File: config.mk
export PLATFORM = sky130hd
export DESIGN_NAME = hazard_ctrl
export DESIGN_NICKNAME = d
export VERILOG_FILES = /design/src/rtl/hazard_pkg.sv /design/src/rtl/md_hold_timer.sv /design/src/rtl/hazard_ctrl.sv
export SDC_FILE = /design/constraint.sdc
export NUM_CORES = 1
export LEC_CHECK = 0
export ABC_CLOCK_PERIOD_IN_PS = 1700
export CAP_MARGIN = 20
export CORE_UTILIZATION = 31
export CTS_CLUSTER_DIAMETER = 60
export DETAILED_ROUTE_END_ITERATION = 8
export MAX_ROUTING_LAYER = met4
export PLACE_DENSITY = 0.91
export SKIP_CTS_REPAIR_TIMING = 1
export SYNTH_ARGS = -nofsm -noshare
export SYNTH_HDL_FRONTEND = slang
export SYNTH_SLANG_ARGS = --single-unit
File: constraint.sdc
create_clock -name clk -period 1.7 [get_ports clk]
set_input_delay 0.17 -clock clk [delete_from_list [all_inputs] [get_ports clk]]
set_output_delay 0.17 -clock clk [all_outputs]
set_load 0.05 [all_outputs]
File: src/rtl/hazard_pkg.sv
// Shared definitions for the pipeline hazard unit: forwarding select codes
// and the mul/div hold FSM state type.
package hazard_pkg;

  localparam logic [1:0] FWD_RF  = 2'b00;  // operand from register file
  localparam logic [1:0] FWD_WB  = 2'b01;  // operand from W-stage result
  localparam logic [1:0] FWD_MEM = 2'b10;  // operand from M-stage ALU result

  typedef enum logic {
    MD_IDLE = 1'b0,
    MD_BUSY = 1'b1
  } md_state_t;

endpackage

File: src/rtl/md_hold_timer.sv
// Mul/div occupancy timer: holds the E stage for MD_LAT cycles after a
// mul/div enters E. freeze (data-memory wait) suspends the FSM and counter.
module md_hold_timer
  import hazard_pkg::*;
#(
  parameter int unsigned MD_LAT = 4
) (
  input  logic clk,
  input  logic rst_n,
  input  logic md_start,
  input  logic freeze,
  output logic md_stall
);

  localparam int unsigned CNT_BITS = (MD_LAT > 1) ? $clog2(MD_LAT) : 1;

  md_state_t           state;
  md_state_t           state_nxt;
  logic [CNT_BITS-1:0] cnt;
  logic [CNT_BITS-1:0] cnt_nxt;

  // State and countdown register, synchronous reset aborts any hold.
  always_ff @(posedge clk) begin
    if (!rst_n) begin
      state <= MD_IDLE;
      cnt   <= '0;
    end else begin
      state <= state_nxt;
      cnt   <= cnt_nxt;
    end
  end

  // Next-state and stall decode; the first stall cycle is the IDLE cycle
  // that sees md_start, the release cycle is BUSY with cnt==0.
  always_comb begin
    state_nxt = state;
    cnt_nxt   = cnt;
    md_stall  = 1'b0;
    case (state)
      MD_IDLE: begin
        if (md_start) begin
          md_stall = 1'b1;
          if (!freeze) begin
            cnt_nxt   = CNT_BITS'(MD_LAT - 1);
            state_nxt = MD_BUSY;
          end
        end
      end
      MD_BUSY: begin
        if (cnt != '0) begin
          md_stall = 1'b1;
          if (!freeze) begin
            cnt_nxt = cnt - CNT_BITS'(1);
          end
        end else if (!freeze) begin
          state_nxt = MD_IDLE;
        end
      end
      default: begin
        state_nxt = MD_IDLE;
      end
    endcase
  end

endmodule

File: src/rtl/hazard_ctrl.sv
// Pipeline hazard unit for the 5-stage F/D/E/M/W core: forwarding selects,
// per-stage stall/flush, mul/div hold and data-memory-wait freeze.
// Optional perf counters are built when HAZ_PERF_EN is defined.
module hazard_ctrl
  import hazard_pkg::*;
#(
  parameter int unsigned REG_AW = 5,
  parameter int unsigned MD_LAT = 4,
  parameter int unsigned CNT_W  = 32
) (
  input  logic              clk,
  input  logic              rst_n,
  input  logic              branch_d,
  input  logic              pc_src_d,
  input  logic [REG_AW-1:0] rs_d,
  input  logic [REG_AW-1:0] rt_d,
  input  logic [REG_AW-1:0] rs_e,
  input  logic [REG_AW-1:0] rt_e,
  input  logic [REG_AW-1:0] rf_a_e,
  input  logic              rf_we_e,
  input  logic              memtoreg_e,
  input  logic              md_start_e,
  input  logic [REG_AW-1:0] rf_a_m,
  input  logic              rf_we_m,
  input  logic              memtoreg_m,
  input  logic [REG_AW-1:0] rf_a_w,
  input  logic              rf_we_w,
  input  logic              dmem_wait,
  output logic [1:0]        fwd_a_e,
  output logic [1:0]        fwd_b_e,
  output logic              fwd_a_d,
  output logic              fwd_b_d,
  output logic              stall_f,
  output logic              stall_d,
  output logic              stall_e,
  output logic              stall_m,
  output logic              stall_w,
  output logic              flush_d,
  output logic              flush_e,
  output logic              flush_m,
  output logic [CNT_W-1:0]  perf_stall_cnt,
  output logic [CNT_W-1:0]  perf_flush_cnt
);

  logic md_stall;
  logic lw_stall;
  logic br_stall;
  logic match_e;
  logic match_m;

  // E-stage operand select; the younger M result wins over W.
  function automatic logic [1:0] fwd_e_sel(input logic [REG_AW-1:0] src);
    logic [1:0] sel;
    sel = FWD_RF;
    if (src != '0 && rf_we_m && src == rf_a_m) begin
      sel = FWD_MEM;
    end else if (src != '0 && rf_we_w && src == rf_a_w) begin
      sel = FWD_WB;
    end
    return sel;
  endfunction

  // Forwarding selects for E operands and the D-stage branch comparator.
  always_comb begin
    fwd_a_e = fwd_e_sel(rs_e);
    fwd_b_e = fwd_e_sel(rt_e);
    fwd_a_d = (rs_d != '0) && rf_we_m && (rs_d == rf_a_m);
    fwd_b_d = (rt_d != '0) && rf_we_m && (rt_d == rf_a_m);
  end

  // Load-use and branch-operand dependency detection against D sources.
  always_comb begin
    match_e  = (rf_a_e == rs_d) || (rf_a_e == rt_d);
    match_m  = (rf_a_m == rs_d) || (rf_a_m == rt_d);
    lw_stall = memtoreg_e && rf_we_e && (rf_a_e != '0) && match_e;
    br_stall = branch_d &&
               ((rf_we_e && (rf_a_e != '0) && match_e) ||
                (memtoreg_m && (rf_a_m != '0) && match_m));
  end

  md_hold_timer #(
    .MD_LAT (MD_LAT)
  ) u_md_hold_timer (
    .clk      (clk),
    .rst_n    (rst_n),
    .md_start (md_start_e),
    .freeze   (dmem_wait),
    .md_stall (md_stall)
  );

  // Stall/flush priority: memory wait freezes everything, then mul/div
  // hold, then load-use/branch bubbles; a taken branch kills D unless held.
  always_comb begin
    stall_f = 1'b0;
    stall_d = 1'b0;
    stall_e = 1'b0;
    stall_m = 1'b0;
    stall_w = 1'b0;
    flush_e = 1'b0;
    flush_m = 1'b0;
    if (dmem_wait) begin
      stall_f = 1'b1;
      stall_d = 1'b1;
      stall_e = 1'b1;
      stall_m = 1'b1;
      stall_w = 1'b1;
    end else if (md_stall) begin
      stall_f = 1'b1;
      stall_d = 1'b1;
      stall_e = 1'b1;
      flush_m = 1'b1;
    end else if (lw_stall || br_stall) begin
      stall_f = 1'b1;
      stall_d = 1'b1;
      flush_e = 1'b1;
    end
    flush_d = pc_src_d && !stall_d;
  end

`ifdef HAZ_PERF_EN
  // Saturating stall/flush event counters.
  always_ff @(posedge clk) begin
    if (!rst_n) begin
      perf_stall_cnt <= '0;
      perf_flush_cnt <= '0;
    end else begin
      if (stall_f && (perf_stall_cnt != '1)) begin
        perf_stall_cnt <= perf_stall_cnt + CNT_W'(1);
      end
      if ((flush_d || flush_e || flush_m) && (perf_flush_cnt != '1)) begin
        perf_flush_cnt <= perf_flush_cnt + CNT_W'(1);
      end
    end
  end
`else
  assign perf_stall_cnt = '0;
  assign perf_flush_cnt = '0;
`endif

endmodule

==> flow_summary.ini, run 1 <==
[yosys]
synth_seq_cells = 3
synthFlopType = dfxtp_1
synth-edff-count = 0
synth_compound_area_share_pct = 6.56
synthCells = 171
netlist_area_um2 = 1280
synth_xor_area_share_pct = 27.4
synth_top_area_share_pct = 39.4
yosys.area_share.simple_pct = 15.4
yosysSeqAreaShare_pct = 4.70
synth_top_cell_by_area = buf_4
async_flop_share_pct = 0
synth.distinct_cells = 27
synth_area_leaders = buf_4 39%, xnor2_1 18%, xor2_1 9.6%
synthAdderAreaFrac_pct = 0.979
syn_avg_cell_area_um2 = 7.47
synth_top_family_by_area = buffers and inverters
synth_warnings = 0
synthMuxAreaShare_pct = 0.784

[sta]
slew_viol_final = 0
tns_ns = -0.00864
finClkSkew_ns = 0.00212
fin_ws_ns = -0.00503
fin_crit_sh_pct = 100
finalCriticalPeriod_ns = 1.71
rsz0062_at_grt = yes
fmax_mhz = 587
setup_viol = 2
finalHoldViolCount = 0

[power]
cellLeakagePower_uw = 0.00118
power_density_nw_per_um2 = 482
ir_drop_mv = 0.624

[global_route]
grt.overflow.total = 0
grt_start_max_net_pins = 6
grt_pass1_vias = 1115
grt_usage_pct = 15.3
antenna_found_initial = 0
grt_pass1_wl_um = 4970

[setup_path]
reg2reg_from = u_md_hold_timer.cnt[0]$_SDFFE_PN0P_
crit_path_end_kind = output pin
critPathMaxFanout = 4
worst_ep_required_time_ns = 1.53
arrival_ns = 1.54
critPathLaunch = rf_a_m[3]
crit_type = in2out
start_kind = primary input

[floorplan]
row_count = 22
start_util_pct = 33.6
die_area_um2 = 4380
die_h_um = 66.2
core_um2 = 3800
ios = 124
die_w_um = 66.2

[cells_and_area]
stdcell_count = 305
utilization_pct = 60.2
nets = 305
postLayoutCellArea_um2 = 2290
drive_above_1_share_pct = 35.8
antenna_cells = 0
area_growth_pct = 78.9

[placement]
port_buffers = 59
placed_area_um2 = 2050
place_hpwl_um = 3040
placed_cells = 298
gp_congestion = 0.877

[min_path]
min_from = u_md_hold_timer.cnt[1]$_SDFFE_PN0P_
min_path_type = reg2reg

[route]
initialDrtViolationCount = 36
drt_wl_total_um = 3830
drc = 0
vias = 1267
antenna_left = 0
wl_per_cell_um = 12.5
dr.pass1.iters = 4
vias_per_cell = 4.15

[job]
maxCapViolations = 0

[cts]
cts.clk_slew.worst_paths_ns = 0.03
cts.sinks = 3
numCtsBuffers = 3
cts_max_level = 1
clk_latency_ns = 0.22
cts_tree = built
cts_buffer_depth = 2
root_buffer = clkbuf_8

[run_status]
status = finished, violations left
failed_checks = setup timing
cell usage in the layout (no fill, tap or decap), types with 5 or more instances in the layout:
| master | n |
|---|---|
| conb_1 | 64 |
| buf_4 | 30 |
| xnor2_1 | 22 |
| dlymetal6s2s_1 | 21 |
| clkdlybuf4s50_1 | 14 |
| xor2_1 | 13 |
| buf_12 | 13 |
| clkbuf_2 | 6 |
| nand3_1 | 5 |
report_power, final:
part | switching (uW) | internal, uW | total (uW)
clock | 46.0 | 160 | 206
sequential | 5.61 | 77.7 | 83.4
combinational | 539 | 274 | 812
total | 590 | 511 | 1100
metrics by stage:
step / hold slack (ns) / power (uW) / worst slack, ns
2_1_floorplan: 0.288 / 714 / -0.150
3_3_place_gp: 0.479 / 829 / -0.329
3_5_place_dp: 0.491 / 842 / -0.357
4_1_cts: 0.498 / 1050 / -0.361
5_1_grt: 0.523 / 1150 / -0.0635
6_report: 0.494 / 1100 / -0.00503
cells in the mapped netlist (3+ instances only):
| cell type | number |
|---|---|
| inv_1 | 6 |
| nand4_1 | 4 |
| buf_4 | 67 |
| nand3_1 | 7 |
| nor2_1 | 6 |
| nor3_1 | 5 |
| xnor2_1 | 26 |
| nor4_1 | 4 |
| dfxtp_1 | 3 |
| or4_1 | 4 |
| a21oi_1 | 3 |
| o21ai_0 | 4 |
| xor2_1 | 14 |
path summary, 6_finish.rpt:
kind | to | slack, ns | cells past startpoint
setup reg to reg | u_md_hold_timer.cnt[0]$_SDFFE_PN0P_ | 0.47 | 7
setup / recovery | flush_d | -0.005 | 6
hold / removal | u_md_hold_timer.cnt[1]$_SDFFE_PN0P_ | 0.49 | 1
hold reg to reg | u_md_hold_timer.cnt[1]$_SDFFE_PN0P_ | 0.49 | 1
kinds of logic (layout without fill, tap and decap cells):
group                    count (synthesis)  count (layout)
AND/OR/NAND/NOR                         35              35
adder cells (fa/ha/maj)                  1               1
multiplexers                             1               1
buffers and inverters                   78             101
AO/OA/AOI/OAI                           12              12
other                                    1              64
XOR/XNOR                                40              40
flip-flops                               3               3
area by class of cell:
| type | instances | area, um^2 |
|---|---|---|
| clock buffers | 4 | 45.0 |
| fillers | 323 | 1510 |
| inverters | 6 | 25.0 |
| multi-input cells | 153 | 1080 |
| flip-flops and latches | 3 | 62.6 |
| well taps | 48 | 60.1 |
| repair buffers | 91 | 1010 |
flip-flops by register name, indices dropped and copies added, names as in the netlist:
signal / flops
u_md_hold_timer.state: 1
u_md_hold_timer.cnt: 2
critical path, stage by stage:
cell and delay [ns]:
buf_8 0.10, or4_4 0.52, o211ai_2 0.16, a21o_1 0.19, and4_4 0.25, buf_12 0.13
layer usage:
layer / up-vias / wire length, um / GRT usage [%]
li1: 607 / - / -
met1: 575 / 1310 / 16.5
met2: 73 / 2190 / 28.3
met3: 12 / 218 / 1.90
met4: 0 / 112 / 5.59
met5: - / 0 / -
No activity file was read; power rests on OpenSTA's default activity.
==> run 2, diff against run 1 <==
--- a/config.mk
+++ b/config.mk
@@ -16,3 +16,4 @@
 export SYNTH_ARGS = -nofsm -noshare
 export SYNTH_HDL_FRONTEND = slang
 export SYNTH_SLANG_ARGS = --single-unit
+export TNS_END_PERCENT = 100
==> results of run 2 <==
Final layout, timing and power as in run 1 (identical DEF).
==> run 3, diff against run 2 <==
--- a/config.mk
+++ b/config.mk
@@ -12,7 +12,7 @@
 export DETAILED_ROUTE_END_ITERATION = 8
 export MAX_ROUTING_LAYER = met4
 export PLACE_DENSITY = 0.91
-export SKIP_CTS_REPAIR_TIMING = 1
+export RECOVER_POWER = 100
 export SYNTH_ARGS = -nofsm -noshare
 export SYNTH_HDL_FRONTEND = slang
 export SYNTH_SLANG_ARGS = --single-unit
==> flow_summary.ini, run 3 (synthesized netlist as in run 1, its figures left out) <==
[run_status]
failed_checks = setup timing
status = finished, violations left

[sta]
finalHoldViolCount = 0
rsz0062_at_grt = yes
setup_viol = 2
tns_ns = -0.0237
finalCriticalPeriod_ns = 1.71
slew_headroom_pct = 59.7
worstMarginPinSlew_ns = 0.607
slew_viol_final = 0
finClkSkew_ns = 0.00169
fmax_mhz = 584
fin_crit_sh_pct = 101
fin_ws_ns = -0.0125

[route]
dr.pass1.iters = 4
drt_wl_total_um = 3750
wl_per_cell_um = 12.3
antenna_left = 0
initialDrtViolationCount = 41
drc = 0
vias_per_cell = 4.11
vias = 1254

[setup_path]
crit_type = in2out
arrival_ns = 1.54
start_kind = primary input
worst_ep_required_time_ns = 1.53
crit_path_end_kind = output pin
critPathSlowestCell = dlygate4sd2_1
path_cells = dlygate4sd2_1 > buf_4 > xnor2_1 > nand3_2 > a21o_1 > buf_6 > nand3_4 > buf_8
cpPeakStageDelay_ns = 0.26
critPathMaxFanout = 3
crit_family = buffers and inverters
crit_buf_inv = 4

[floorplan]
ios = 124
die_area_um2 = 4380
die_w_um = 66.2
start_util_pct = 33.6
row_count = 22
die_h_um = 66.2
core_um2 = 3800

[cells_and_area]
mostFrequentLayoutCells = 64 x conb_1, 30 x buf_4, 24 x xnor2_1
largest_reg_flops = 2
area_growth_pct = 66.1
reg_top3 = u_md_hold_timer.cnt (2), u_md_hold_timer.state (1)
top_register = u_md_hold_timer.cnt
drive_above_1_share_pct = 35.0
final_common_cell = conb_1
stdcell_count = 305
fillers = 349
antenna_cells = 0
nets = 305

[cts]
cts_buffer_depth = 2
cts_tree = built
cts_max_level = 1
cts.sinks = 3
clk_latency_ns = 0.22
root_buffer = clkbuf_8
cts.clk_slew.worst_paths_ns = 0.03
postCtsHoldBufs = 0
numCtsBuffers = 3

[global_route]
grtUsageMet3_pct = 1.90
grt.overflow.total = 0
grt_pass1_wl_um = 5360
busiest_layer = met2
antenna_found_initial = 0
grt_pass1_vias = 1169
grt_usage_pct = 16.7
grt_start_max_net_pins = 6
met2_usage_pct = 31.3
use_met1_pct = 17.7

[placement]
port_buffers = 59
place_hpwl_um = 3040
gp_congestion = 0.877
placed_cells = 298

[job]
maxCapViolations = 0

[power]
power_density_nw_per_um2 = 501
pwr-share-clk_pct = 19.3
sw_frac_of_total_pct = 54.6
p_comb_share_pct = 72.9
cellInternalPower_uw = 483
seq_power_share_pct = 7.8
ir_drop_mv = 0.616
cellLeakagePower_uw = 0.000987
p_sw_uw = 581

[min_path]
min_path_type = reg2reg
-- run 3: worst register-to-register path, stage by stage (launching register included) --
cell      delay, ns
dfxtp_1        0.33
inv_1          0.08
ha_4           0.16
inv_2          0.05
mux2i_2        0.07
clkbuf_4       0.14
nor2_2         0.22
nand3_1        0.11
o211a_1        0.13
-- run 3: path summary, 6_finish.rpt --
| kind | from | endpoint | slack [ns] | depth (start not counted) |
|---|---|---|---|---|
| worst max-delay path | rt_d[2] | stall_d | -0.01 | 8 |
| worst min-delay path | u_md_hold_timer.cnt[1]$_SDFFE_PN0P_ | u_md_hold_timer.cnt[1]$_SDFFE_PN0P_ | 0.49 | 1 |
| worst max register to register | u_md_hold_timer.cnt[0]$_SDFFE_PN0P_ | u_md_hold_timer.cnt[1]$_SDFFE_PN0P_ | 0.30 | 8 |
| worst min register to register | u_md_hold_timer.cnt[1]$_SDFFE_PN0P_ | u_md_hold_timer.cnt[1]$_SDFFE_PN0P_ | 0.49 | 1 |
-- run 3: final cells by class --
type | count | area (um^2) | area share [%]
well taps | 48 | 60.1 | 2.83
repair buffers | 91 | 886 | 41.7
flip-flops and latches | 3 | 61.3 | 2.89
inverters | 6 | 22.5 | 1.06
clock buffers | 4 | 45.0 | 2.12
multi-input cells | 153 | 1050 | 49.4
-- run 3: metal layers --
layer / up-vias / part of all wire [%]
li1: 605 / -
met1: 568 / 36
met2: 71 / 56
met3: 10 / 5.0
met4: 0 / 2.6
met5: - / 0
-- run 3: timing repair --
item / 4_1_cts / 5_1_grt
pin swaps: 22 / 17
endpoints found under the setup margin: 10 / 9
setup buffers: 4 / 0
gates resized for setup: 90 / 20
-- run 3: through the flow --
step	util (%)	cell area (um^2)	hold WS, ns	total power, uW	worst slack [ns]
floorplan	-	1600	0.288	714	-0.150
global placement	53.9	2050	0.479	829	-0.329
detailed placement	53.9	2050	0.491	842	-0.357
CTS	55.8	2120	0.498	1060	-0.00744
global route	55.9	2120	0.523	1110	-0.0758
finish	55.9	2120	0.494	1060	-0.0125
-- run 3: power by group through the flow --
stage	Combinational [uW]	Clock (uW)	Sequential, uW
4_1_cts	766	211	81.8
3_3_place_gp	747	0	82.2
5_1_grt	815	214	83.4
6_report	776	206	82.6
3_5_place_dp	760	0	82.5
2_1_floorplan	633	0	81.5
